### config.mk
export PLATFORM = sky130hd
export DESIGN_NAME = simple_mem_ctrl
export DESIGN_NICKNAME = d
export VERILOG_FILES = /design/src/rtl/simple_mem_ctrl.sv
export SDC_FILE = /design/constraint.sdc
export NUM_CORES = 1
export LEC_CHECK = 0
export ABC_AREA = 1
export ABC_CLOCK_PERIOD_IN_PS = 1900
export CELL_PAD_IN_SITES_DETAIL_PLACEMENT = 1
export CELL_PAD_IN_SITES_GLOBAL_PLACEMENT = 2
export CORE_ASPECT_RATIO = 1.75
export CORE_MARGIN = 1.5
export CORE_UTILIZATION = 20
export CTS_CLUSTER_SIZE = 14
export DETAILED_ROUTE_END_ITERATION = 10
export PLACE_DENSITY_LB_ADDON = 0.1
export SYNTH_ARGS = -nofsm -noshare
export SYNTH_HDL_FRONTEND = slang
export SYNTH_SLANG_ARGS = --single-unit
### constraint.sdc
create_clock -name clk -period 1.9 [get_ports clk]
set_clock_uncertainty 0.05 [all_clocks]
set_input_delay 0.285 -clock clk [delete_from_list [all_inputs] [get_ports clk]]
set_output_delay 0.285 -clock clk [all_outputs]
set_load 0.01 [all_outputs]
### src/rtl/simple_mem_ctrl.sv
// Two-requester controller for a single-port synchronous memory: index-fill init after
// reset, then round-robin arbitration with one access per cycle and routed read responses.
module simple_mem_ctrl #(
    parameter int unsigned DATA_W   = 18,
    parameter int unsigned ADDR_W   = 8,
    parameter int unsigned MEM_SIZE = 4
) (
    input  logic              clk,
    input  logic              rst_n,
    input  logic              req0_valid,
    output logic              req0_ready,
    input  logic              req0_we,
    input  logic [ADDR_W-1:0] req0_addr,
    input  logic [DATA_W-1:0] req0_wdata,
    output logic              rsp0_valid,
    output logic [DATA_W-1:0] rsp0_data,
    input  logic              req1_valid,
    output logic              req1_ready,
    input  logic              req1_we,
    input  logic [ADDR_W-1:0] req1_addr,
    input  logic [DATA_W-1:0] req1_wdata,
    output logic              rsp1_valid,
    output logic [DATA_W-1:0] rsp1_data,
    output logic [ADDR_W-1:0] mem_addr,
    output logic              mem_we,
    output logic [DATA_W-1:0] mem_wdata,
    input  logic [DATA_W-1:0] mem_rdata,
    output logic              init_done
);

    typedef enum logic {ST_INIT, ST_RUN} state_t;

    state_t            state;
    logic [ADDR_W-1:0] init_cnt;
    logic              ptr;
    logic              pend0, pend1, pend_ok;
    logic [DATA_W-1:0] hold0, hold1;

    logic              grant0, grant1;
    logic              sel_we, sel_ok;
    logic [ADDR_W-1:0] sel_addr;
    logic [DATA_W-1:0] sel_wdata;
    logic [DATA_W-1:0] rsp_word;

    always_comb begin
        grant0 = 1'b0;
        grant1 = 1'b0;
        if (state == ST_RUN) begin
            if (req0_valid && (!req1_valid || !ptr))
                grant0 = 1'b1;
            else if (req1_valid)
                grant1 = 1'b1;
        end
    end

    assign req0_ready = grant0;
    assign req1_ready = grant1;

    assign sel_we    = grant1 ? req1_we    : req0_we;
    assign sel_addr  = grant1 ? req1_addr  : req0_addr;
    assign sel_wdata = grant1 ? req1_wdata : req0_wdata;
    assign sel_ok    = 32'(sel_addr) < MEM_SIZE;

    // State sits at INIT while reset is held, so the init drive is masked by rst_n
    // to keep the memory pins quiet during reset.
    always_comb begin
        mem_we    = 1'b0;
        mem_addr  = '0;
        mem_wdata = '0;
        if (rst_n && state == ST_INIT) begin
            mem_we    = 1'b1;
            mem_addr  = init_cnt;
            mem_wdata = DATA_W'(init_cnt);
        end else if (grant0 || grant1) begin
            mem_we    = sel_we && sel_ok;
            mem_addr  = sel_addr;
            mem_wdata = sel_we ? sel_wdata : '0;
        end
    end

    assign rsp_word   = pend_ok ? mem_rdata : '0;
    assign rsp0_valid = pend0;
    assign rsp1_valid = pend1;
    assign rsp0_data  = pend0 ? rsp_word : hold0;
    assign rsp1_data  = pend1 ? rsp_word : hold1;

    always_ff @(posedge clk or negedge rst_n) begin
        if (!rst_n) begin
            state     <= ST_INIT;
            init_cnt  <= '0;
            ptr       <= 1'b0;
            init_done <= 1'b0;
            pend0     <= 1'b0;
            pend1     <= 1'b0;
            pend_ok   <= 1'b0;
            hold0     <= '0;
            hold1     <= '0;
        end else begin
            if (state == ST_INIT) begin
                if (32'(init_cnt) == MEM_SIZE - 1) begin
                    state     <= ST_RUN;
                    init_done <= 1'b1;
                end else begin
                    init_cnt <= init_cnt + ADDR_W'(1);
                end
            end else begin
                if (grant0)
                    ptr <= 1'b1;
                else if (grant1)
                    ptr <= 1'b0;
            end
            pend0   <= grant0 && !req0_we;
            pend1   <= grant1 && !req1_we;
            pend_ok <= sel_ok;
            if (pend0)
                hold0 <= rsp_word;
            if (pend1)
                hold1 <= rsp_word;
        end
    end

endmodule

* Yosys cells after proc, flatten, opt, wreduce, memory -nomap -nowiden
Index checks and enable logic that the tools add are counted.
** Operators by class
- Reductions and logical operators :: 15
- Order comparisons :: 1
- Bitwise operators :: 2
- Multiplexer cells :: 22
- Equality and inequality tests :: 1
- Add/sub/neg operators :: 1
** Operators by type and width (count)
- $mux W18 :: 7
- $mux W8 :: 3
- $mux W1 :: 12
- $add A8 B1 Y8 const B :: 1
- $eq A8 B2 Y1 const B :: 1
- $lt A8 B3 Y1 const B :: 1
- $reduce_and A2 Y1 :: 3
- $logic_and A1 B1 Y1 :: 5
- $logic_not A1 Y1 :: 4
- $logic_or A1 B1 Y1 :: 2
- $not A1 Y1 :: 2
- $reduce_bool A2 Y1 :: 1
** Word-level totals
- Input bits :: 76
- Word-level logic and storage cells :: 51
- Register bits :: 50
- Output and inout port bits :: 68

* Longest topological paths before layout
Gate-level depths: netlist of the first run.
- Word-level depth :: 10
- Mapped depth :: 10
- Depth with buffers taken out :: 9

* Least setup slack after synthesis of the first run
OpenSTA, ideal clock, no wires.
- Path type :: register -> output
- From :: reg ptr
- To :: out mem_wdata[10]
- Cell stages (with the launch flop) :: 10
- Slack :: 323 ps
- Arrival :: 1242 ps
- Buffers on the path :: 0
- Required time :: 1565 ps
- Cell sequence :: dfrtp_1 -> nand2_2 -> nand2_4 -> inv_2 -> nand2_1 -> nand2_2 -> nand2_2 -> nor2_4 -> inv_4 -> a21oi_2
** Between the ends
- Longest elaborated chain between the ends :: 9
- Elaborated cells between the ends (all ways) :: 13
- Those cells by class :: mux: 9; reduce/logical: 4
** RTL lines
- start: declaration :: line 35 : logic ptr;
- start signal: assignment :: line 91 : ptr <= 1'b0;
- start signal: assignment :: line 108 : ptr <= 1'b1;
- start signal: assignment :: line 110 : ptr <= 1'b0;
- $logic_not A1 Y1 (*) :: line 49 : if (req0_valid && (!req1_valid || !ptr))
- $logic_or A1 B1 Y1 (*) :: line 49
- $logic_and A1 B1 Y1 (*) :: line 49
- $mux W1 :: line 49
- $mux W1 :: line 48 : if (state == ST_RUN) begin
- $mux W18 or $mux W1 (tied branches) :: line 61, 59
- $mux W18 :: line 77 : mem_wdata = sel_we ? sel_wdata : '0;
- $mux W18 (*) :: line 74 : end else if (grant0 || grant1) begin
- $mux W18 (*) :: line 70 : if (rst_n && state == ST_INIT) begin
- end: declaration :: line 26 : output logic [DATA_W-1:0] mem_wdata,
Mark *: on every way between the ends. The rest lies on a longest branch, timed or not.

* Worst setup path after layout of the first run
- From :: reg ptr
- To :: out mem_we
** Between the ends
- Longest elaborated chain between the ends :: 10
- Elaborated cells between the ends (all ways) :: 14
- Those cells by class :: order compare: 1; mux: 8; reduce/logical: 5
** RTL lines
- $logic_not A1 Y1 (*) :: line 49
- $logic_or A1 B1 Y1 (*) :: line 49
- $logic_and A1 B1 Y1 (*) :: line 49
- $mux W1 :: line 49
- $mux W1 :: line 48
- $mux W8 :: line 60 : assign sel_addr = grant1 ? req1_addr : req0_addr;
- $lt A8 B3 Y1 :: line 62 : assign sel_ok = 32'(sel_addr) < MEM_SIZE;
- $logic_and A1 B1 Y1 :: line 75 : mem_we = sel_we && sel_ok;
- $mux W1 (*) :: line 74
- $mux W1 (*) :: line 70
- end: declaration :: line 25 : output logic mem_we,
Marked as above.

==> results of run 1 <==
## timing repair
item / 4_1_cts / 5_1_grt
hold buffers: 0 / 0
cloned: 2 / 0
setup endpoints to repair: 65 / 50
resized for setup: 224 / 48
pin swaps: 14 / 10
buffers inserted: 8 / 4
## registers in the layout (all words and copies together) (netlist names)
signal      flops
ptr             1
pend_ok         1
hold0          18
init_done       1
rsp0_valid      1
rsp1_valid      1
hold1          18
state           1
init_cnt        8
## final cells by class
type                            count  area [um^2]  share of cell area
Timing Repair inverter              1         11.3             0.00230
Tap cell                          168          210              0.0430
Sequential cell                    50         1250               0.256
Inverter                           26          120              0.0246
Clock buffer                        5          125              0.0256
Multi-Input combinational cell    243         1280               0.263
Timing Repair Buffer              200         1860               0.381
Clock inverter                      3         23.8             0.00486
## cells by family after synthesis
kind of cell	after synthesis	share of synthesized area
fa+ha+maj	1	0.00483
xor+xnor	6	0.0203
flops	50	0.484
buf+inv	40	0.0701
simple gates	166	0.267
compound gates	70	0.154
## synthesized netlist by cell type, types with 2 or more instances
master	instances
sky130_fd_sc_hd__nand2_1	138
sky130_fd_sc_hd__o21ai_0	51
sky130_fd_sc_hd__dfrtp_1	50
sky130_fd_sc_hd__inv_1	20
sky130_fd_sc_hd__a21oi_2	10
sky130_fd_sc_hd__clkbuf_1	8
sky130_fd_sc_hd__o22ai_1	6
sky130_fd_sc_hd__xor2_1	6
sky130_fd_sc_hd__nor2_1	5
sky130_fd_sc_hd__nand2_2	4
sky130_fd_sc_hd__nor3_1	4
sky130_fd_sc_hd__buf_4	3
sky130_fd_sc_hd__nand3b_1	3
sky130_fd_sc_hd__nand4_1	3
sky130_fd_sc_hd__buf_6	2
sky130_fd_sc_hd__clkinv_1	2
sky130_fd_sc_hd__inv_2	2
sky130_fd_sc_hd__nand2_4	2
sky130_fd_sc_hd__nand3_1	2
sky130_fd_sc_hd__o21ai_1	2
sky130_fd_sc_hd__or2_2	2
## worst max path at each step
stage / from / to / slack (ns)
after CTS: rsp0_valid$_DFF_PN0_ / rsp0_data[16] / -0.27
after global routing: ptr$_DFFE_PN0P_ / mem_we / -0.28
after global placement: req1_valid / mem_wdata[1] / -0.67
final: ptr$_DFFE_PN0P_ / mem_we / -0.17
after detailed placement: req1_valid / mem_wdata[2] / -0.68
after floorplan: ptr$_DFFE_PN0P_ / mem_wdata[10] / 0.32
## power breakdown
group / internal [mW] / leakage, nW / switching, mW
clock: 0.493 / 0.0664 / 0.422
sequential: 1.08 / 0.673 / 0.00552
combinational: 0.387 / 1.72 / 0.327
total: 1.96 / 2.46 / 0.754
## layer usage
layer / wire length [um] / vias up
li1: - / 1453
met1: 3390 / 1365
met2: 5850 / 102
met3: 585 / 6
met4: 151 / 0
met5: 0 / -
## stage by stage
| stage | instance area [um^2] | TNS [ns] | util | hold WS, ns | cells |
|---|---|---|---|---|---|
| detailed placement | 4580 | -19.69 | 0.364 | 0.425 | 676 |
| global route | 4890 | -5.50 | 0.389 | 0.133 | 696 |
| finish | 4890 | -2.28 | 0.389 | 0.0889 | 696 |
| floorplan | 2590 | 0 | - | -0.0606 | 333 |
| global placement | 4580 | -18.80 | 0.364 | 0.416 | 676 |
| CTS | 4810 | -4.33 | 0.383 | 0.109 | 693 |
==> reports/qor_table.md, run 1 <==
| Group | Result | This run |
| --- | --- | --- |
| worst setup path | Reg2reg setup slack | 0.28 ns |
| worst setup path | End of the worst register-to-register path | init_cnt[1]$_DFFE_PN0P_ |
| clock tree | TritonCTS clock tree | built |
| yosys | Post-synthesis sequential element count | 50 |
| clock tree | H-Tree Level Count | 2 |
| worst setup path | Maximum single-stage delay on the critical path | 0.39 ns |
| global routing | Total congestion overflow | 0 |
| floorplanning | Die outline height | 153 um |
| worst setup path | Worst R2R Start | init_cnt[0]$_DFFE_PN0P_ |
| floorplanning | Effective utilization at floorplan | 0.206 |
| sta | Worst path setup slack after routing | -0.171 ns |
| worst setup path | Cell-by-cell trace of the critical path | nand2_2 -> nand2_4 -> or2_4 -> nand2_2 -> nor2_4 -> buf_6 -> buf_12 -> nand3_1 -> nand2_1 -> buf_2 |
| clock tree | Clock-pin slew on the worst setup and hold paths | 0.07 ns |
| yosys | Sequential-to-total area share from yosys stat | 0.484 |
| place | Number of port buffers | 143 |
| clock tree | Num Clock Sinks | 50 |
| yosys | Proportion of netlist area held by the largest area contributor | 0.484 |
| sta | Unrepaired setup endpoints after global routing | yes |
| power | Static Leakage | 2.46 nW |
| route | Iteration-0 DRC count of the detailed router | 47 |
| global routing | Gr usage total | 0.152 |
| yosys | Summed instance area of the synthesized netlist | 2590 um^2 |
| global routing | Global-route met3 utilization | 0.0329 |
| clock tree | Number of clock buffers inserted by TritonCTS | 5 |
| run status | Status | complete, but fails checks |
| sta | Transition time at the pin with the least slew margin | 0.673 ns |
| floorplanning | Total core area | 12600 um^2 |
| cells and area | Commonest cells after routing, fill and taps aside | sky130_fd_sc_hd__nand2_1 (124), sky130_fd_sc_hd__clkdlybuf4s50_1 (75), sky130_fd_sc_hd__dfrtp_1 (50), sky130_fd_sc_hd__o21ai_1 (37), sky130_fd_sc_hd__buf_4 (34) |
| yosys | Dominant synthesized flop cell | sky130_fd_sc_hd__dfrtp_1 |
| cells and area | Leading cell type in the layout, fill and taps excluded | sky130_fd_sc_hd__nand2_1 |
| worst hold path | Type of the worst min-delay path | input pin to asynchronous set/reset pin |
| global routing | Vias in the first global route | 3225 |
| run status | Violated checks | negative setup slack |
| yosys | Number of enable-type register cells in the synthesized netlist | 0 |
| worst setup path | Element type at the critical path start | register |
| cells and area | Number of nets in the layout | 604 |
| route | WL/cell | 14.3 um |
| yosys | Synthesized instance count | 333 |
| worst setup path | Cell family contributing the most delay on the critical path | simple AND/OR/NAND/NOR gates |
| floorplanning | IO Count | 144 |
| worst setup path | Worst path depth | 10 |
| route | Vias/cell | 4.20 |
| floorplanning | Die Footprint | 13700 um^2 |
| global routing | Global routing's busiest layer | met2 |
| global routing | Global-route met2 utilization | 0.306 |
| worst setup path | Count of buffering cells on the critical path with inverters included | 3 |
| cells and area | Syn-to-layout area delta | 89.0% |
| floorplanning | Die Span X | 89.0 um |
| yosys | Synthesized netlist net count | 410 |
| clock tree | Clock latency on the worst-skew pair | 0.29 ns |
| clock tree | Maximum root-to-sink buffer count | 2 |
| route | Post-detailed-route count of antenna-violating nets | 0 |
| yosys | Synth area leaders | sky130_fd_sc_hd__dfrtp_1 (48%), sky130_fd_sc_hd__nand2_1 (20%), sky130_fd_sc_hd__o21ai_0 (9.9%), sky130_fd_sc_hd__a21oi_2 (3.4%), sky130_fd_sc_hd__inv_1 (2.9%) |
| global routing | Initial antenna violation count | 0 |
| place | Worst Setup Slack post-DPL | -0.685 ns |
| sta | Number of hold violations in the final report | 0 |
| power | Power per cell area | 555 nW/um^2 |
| clock tree | Root Buffer Master | sky130_fd_sc_hd__clkbuf_16 |
| sta | Count of final max-slew check failures | 0 |
| sta | Minimum clock period | 2.07 ns |
| place | Dpl hpwl | 7.79 mm |
| worst setup path | FF-to-FF path depth | 8 |
| sta | Share of the cycle needed by the critical path after routing | 1.09 |
| yosys | Total of warnings raised by yosys | 0 |
| cells and area | Share of layout cells above drive strength 1 | 0.290 |
| worst setup path | Required time worst endpoint | 1.56 ns |
| route | Count of vias placed by the detailed router | 2926 |
| floorplanning | Standard-cell rows | 54 |
| route | Number of DRC violations after detailed routing | 0 |
| sta | Fmax | 0.483 GHz |
| route | Final WL | 9.98 mm |
| power | Overall power of the completed layout | 2.71 mW |
| yosys | Share of synthesized flip-flops with an asynchronous set or reset | 1.00 |
| flow run | Max capacitance violation total | 0 |
| yosys | Number of unique standard cell types used by synthesis | 29 |
| power | VDD IR-drop max | 0.295 mV |
| sta | Headroom to the max-slew limit | 0.551 |
| worst setup path | Most prevalent standard cell on the critical path | sky130_fd_sc_hd__nand2_2 |
| place | Placer's final routability congestion estimate | 0.728 |
| cells and area | Filler cell count in the final layout | 1552 |
| global routing | Met1 Track Usage GR | 0.142 |
| route | Detailed Routing Iterations Pass 1 | 4 |
| yosys | Library cell occupying the most area in the post-synthesis netlist | sky130_fd_sc_hd__dfrtp_1 |
| global routing | Global-route wire length before repair | 15.9 mm |
| worst setup path | Setup CP Type | register to output pin |
| cells and area | Total inserted antenna cells | 0 |
| worst setup path | Worst Path Arrival | 1.74 ns |
| worst setup path | Maximum fanout along the worst path | 4 |
| yosys | Synthesized area per cell | 7.77 um^2 |
| sta | Finish-stage setup viols | 27 |
| worst setup path | Cell with the largest stage delay on the worst path | sky130_fd_sc_hd__dfrtp_1 |
| worst setup path | Critical path capture point type | output pin |
| global routing | Pin count of the biggest net entering global routing | 51 |
No activity file was read; power rests on OpenSTA's default activity.
==> run 2: changes to the inputs <==
--- a/config.mk
+++ b/config.mk
@@ -7,11 +7,11 @@
 export LEC_CHECK = 0
 export ABC_AREA = 1
 export ABC_CLOCK_PERIOD_IN_PS = 1900
-export CELL_PAD_IN_SITES_DETAIL_PLACEMENT = 1
-export CELL_PAD_IN_SITES_GLOBAL_PLACEMENT = 2
+export CELL_PAD_IN_SITES_DETAIL_PLACEMENT = 0
+export CELL_PAD_IN_SITES_GLOBAL_PLACEMENT = 1
 export CORE_ASPECT_RATIO = 1.75
 export CORE_MARGIN = 1.5
-export CORE_UTILIZATION = 20
+export CORE_UTILIZATION = 26
 export CTS_CLUSTER_SIZE = 14
 export DETAILED_ROUTE_END_ITERATION = 10
 export PLACE_DENSITY_LB_ADDON = 0.1
==> run 2 against run 1 <==
The flow still finishes with violations (negative setup slack). First-iteration DRC count grew 4.3%. Utilization grew 10 points. Sequential share of layout area grew 0.41 points. Total power shrank 0.69%. Flip-flop and latch count is the same. Combinational power shrank 3.1%. Setup slack gained 0.036 ns. Global-route usage grew 2.5 points. Non-clock buffer count is the same. Worst hold slack lost 0.036 ns. Final area shrank 1.6%. Largest power group unchanged.
==> reports/qor_table.md, run 2 (same netlist as run 1, synthesis figures left out) <==
| Group | Result | This run |
| --- | --- | --- |
| sta | Transition time at the pin with the least slew margin | 0.649 ns |
| worst setup path | Maximum fanout along the worst path | 6 |
| worst setup path | Required time worst endpoint | 1.56 ns |
| place | Placer's final routability congestion estimate | 0.791 |
| floorplanning | Die Footprint | 10600 um^2 |
| global routing | Gr usage total | 0.178 |
| clock tree | Total of hold buffers inserted after clock tree synthesis | 0 |
| sta | Number of hold violations in the final report | 0 |
| power | Power per cell area | 560 nW/um^2 |
| global routing | Total congestion overflow | 0 |
| sta | Headroom to the max-slew limit | 0.567 |
| cells and area | Finished Layout Cells | 653 |
| power | Static Leakage | 2.40 nW |
| flow run | Max capacitance violation total | 0 |
| route | Detailed Routing Iterations Pass 1 | 4 |
| sta | Minimum clock period | 2.04 ns |
| worst setup path | Most prevalent standard cell on the critical path | sky130_fd_sc_hd__nand2_2 |
| global routing | Vias in the first global route | 3035 |
| worst setup path | Cell-by-cell trace of the critical path | nand2_2 -> nand2_4 -> inv_2 -> nand2_2 -> nand2_2 -> nand2_2 -> nor2_4 -> buf_12 -> nand2_1 -> o21ai_1 -> buf_2 |
| route | Iteration-0 DRC count of the detailed router | 49 |
| floorplanning | Total core area | 9790 um^2 |
| floorplanning | Die outline height | 135 um |
| clock tree | Maximum root-to-sink buffer count | 2 |
| worst setup path | FF-to-FF path depth | 8 |
| power | Switching power summed over all nets | 0.723 mW |
| floorplanning | Effective utilization at floorplan | 0.264 |
| power | Internal cell power | 1.97 mW |
| sta | Worst path setup slack after routing | -0.135 ns |
| floorplanning | IO Count | 144 |
| cells and area | Number of nets in the layout | 604 |
| worst setup path | Worst setup endpoint | mem_wdata[2] |
| sta | Share of the cycle needed by the critical path after routing | 1.07 |
| worst setup path | Worst R2R Start | init_cnt[0]$_DFFE_PN0P_ |
| worst setup path | First element of the critical path | ptr$_DFFE_PN0P_ |
| clock tree | Clock-pin slew on the worst setup and hold paths | 0.06 ns |
| worst setup path | Setup CP Type | register to output pin |
| power | Fraction of power spent switching nets | 0.269 |
| route | Vias/cell | 4.45 |
| power | Clock share of power | 0.341 |
| place | Number of port buffers | 143 |
| route | Post-detailed-route count of antenna-violating nets | 0 |
| global routing | Global-route wire length before repair | 14.4 mm |
| sta | Worst Hold Margin | 0.0531 ns |
| worst setup path | Critical path capture point type | output pin |
| route | WL/cell | 13.7 um |
| place | Placed Instances | 636 |
| cells and area | Syn-to-layout area delta | 86.0% |
| run status | Violated checks | negative setup slack |
| power | Combinational group share of total power | 0.257 |
| sta | Finish-stage setup viols | 20 |
| run status | Status | complete, but fails checks |
| floorplanning | Die Span X | 78.4 um |
| clock tree | TritonCTS clock tree | built |
| worst hold path | Type of the worst min-delay path | input pin to asynchronous set/reset pin |
| floorplanning | Standard-cell rows | 48 |
| power | VDD IR-drop max | 0.517 mV |
| power | Reg power frac | 0.403 |
| worst setup path | Reg2reg setup slack | 0.35 ns |
| route | Number of DRC violations after detailed routing | 0 |
| clock tree | Num Clock Sinks | 50 |
| worst setup path | Maximum single-stage delay on the critical path | 0.39 ns |
| cells and area | Leading registers by flop count | hold0 (18), hold1 (18), init_cnt (8) |
| clock tree | Root Buffer Master | sky130_fd_sc_hd__clkbuf_16 |
| global routing | Pin count of the biggest net entering global routing | 51 |
| sta | Unrepaired setup endpoints after global routing | yes |
| clock tree | H-Tree Level Count | 2 |
| clock tree | Number of clock buffers inserted by TritonCTS | 5 |
| worst setup path | Cell with the largest stage delay on the worst path | sky130_fd_sc_hd__dfrtp_1 |
| place | Dpl hpwl | 6.68 mm |
| sta | Count of final max-slew check failures | 0 |
| place | Worst Setup Slack post-DPL | -0.642 ns |
| route | Final WL | 8.93 mm |
| global routing | Initial antenna violation count | 1 |
| cells and area | Leading cell type in the layout, fill and taps excluded | sky130_fd_sc_hd__nand2_1 |
| cells and area | Total inserted antenna cells | 0 |
| route | Count of vias placed by the detailed router | 2906 |
| cells and area | Commonest cells after routing, fill and taps aside | sky130_fd_sc_hd__nand2_1 (120), sky130_fd_sc_hd__clkdlybuf4s50_1 (75), sky130_fd_sc_hd__dfrtp_1 (50), sky130_fd_sc_hd__buf_4 (42) |
| worst setup path | Worst Path Arrival | 1.70 ns |
| sta | Fmax | 0.491 GHz |
| cells and area | Share of layout cells above drive strength 1 | 0.316 |
| worst setup path | End of the worst register-to-register path | init_cnt[3]$_DFFE_PN0P_ |
| worst setup path | Element type at the critical path start | register |
| clock tree | Clock latency on the worst-skew pair | 0.29 ns |
==> run 2: cell count changes in the layout (fill, tap and decap cells not counted), moves of 3 or more <==
cell and delta:
sky130_fd_sc_hd__o21ai_2 +6, sky130_fd_sc_hd__buf_6 -7, sky130_fd_sc_hd__clkbuf_2 +4, sky130_fd_sc_hd__buf_4 +8, sky130_fd_sc_hd__clkdlybuf4s15_1 +4, sky130_fd_sc_hd__o21ai_0 +3, sky130_fd_sc_hd__dlymetal6s2s_1 -5, sky130_fd_sc_hd__o21ai_1 -9
sky130_fd_sc_hd__nand2_2 +3, sky130_fd_sc_hd__nand2_1 -4
==> run 2: layer usage <==
layer | vias to the layer above | wire, um | GRT usage
li1 | 1450 | - | -
met1 | 1344 | 3090 | 0.173
met2 | 103 | 5220 | 0.355
met3 | 7 | 461 | 0.0345
met4 | 2 | 141 | 0.0704
met5 | - | 13 | 0
==> run 2: what timing repair did <==
action,CTS,global route
gates resized for setup,223,55
gates cloned,4,0
endpoints found under the setup margin,65,51
pin swaps,18,18
setup buffers,8,2
==> run 2: worst min-delay path by stage <==
stage,endpoint,slack (ns),from
2_1_floorplan,hold0[0]$_DFF_PN0_,-0.06,rst_n
6_report,rsp1_valid$_DFF_PN0_,0.05,rst_n
3_5_place_dp,rsp1_valid$_DFF_PN0_,0.41,rst_n
5_1_grt,hold1[3]$_DFF_PN0_,0.14,rst_n
4_1_cts,hold1[3]$_DFF_PN0_,0.09,rst_n
3_3_place_gp,state$_DFF_PN0_,0.41,rst_n
==> run 2: critical path: cells and delay by family, from the launching register on <==
family | cells | cell delay, ns
flip-flops | 1 | 0.39
AO/OA/AOI/OAI | 1 | 0.08
buffers and inverters | 3 | 0.38
AND/OR/NAND/NOR | 7 | 0.55
==> run 2: area by class of cell <==
type                       instances  area (um^2)
clock buffer                       6          139
clock inverter                     2         12.5
fill                            1045         4980
inverter                          26          124
multi-input combinational        243         1320
sequential                        50         1250
tap                              125          156
timing repair buffer             200         1800
timing repair inverter             1         11.3
==> run 2: power groups by stage <==
stage               sequential, mW  combinational (mW)  clock (mW)
finish                        1.08               0.691       0.917
global route                  1.08               0.755       0.996
CTS                           1.08               0.699       0.955
detailed placement            1.10               0.653           0
global placement              1.10               0.655           0
floorplan                     1.10               0.227           0
==> run 2: through the flow <==
stage | cell area [um^2] | total power [mW] | TNS, ns | util
2_1_floorplan | 2590 | 1.33 | 0 | -
4_1_cts | 4780 | 2.74 | -2.73 | 0.488
3_3_place_gp | 4550 | 1.76 | -18.32 | 0.464
6_report | 4810 | 2.69 | -1.94 | 0.492
3_5_place_dp | 4550 | 1.76 | -18.82 | 0.464
5_1_grt | 4810 | 2.84 | -4.76 | 0.492
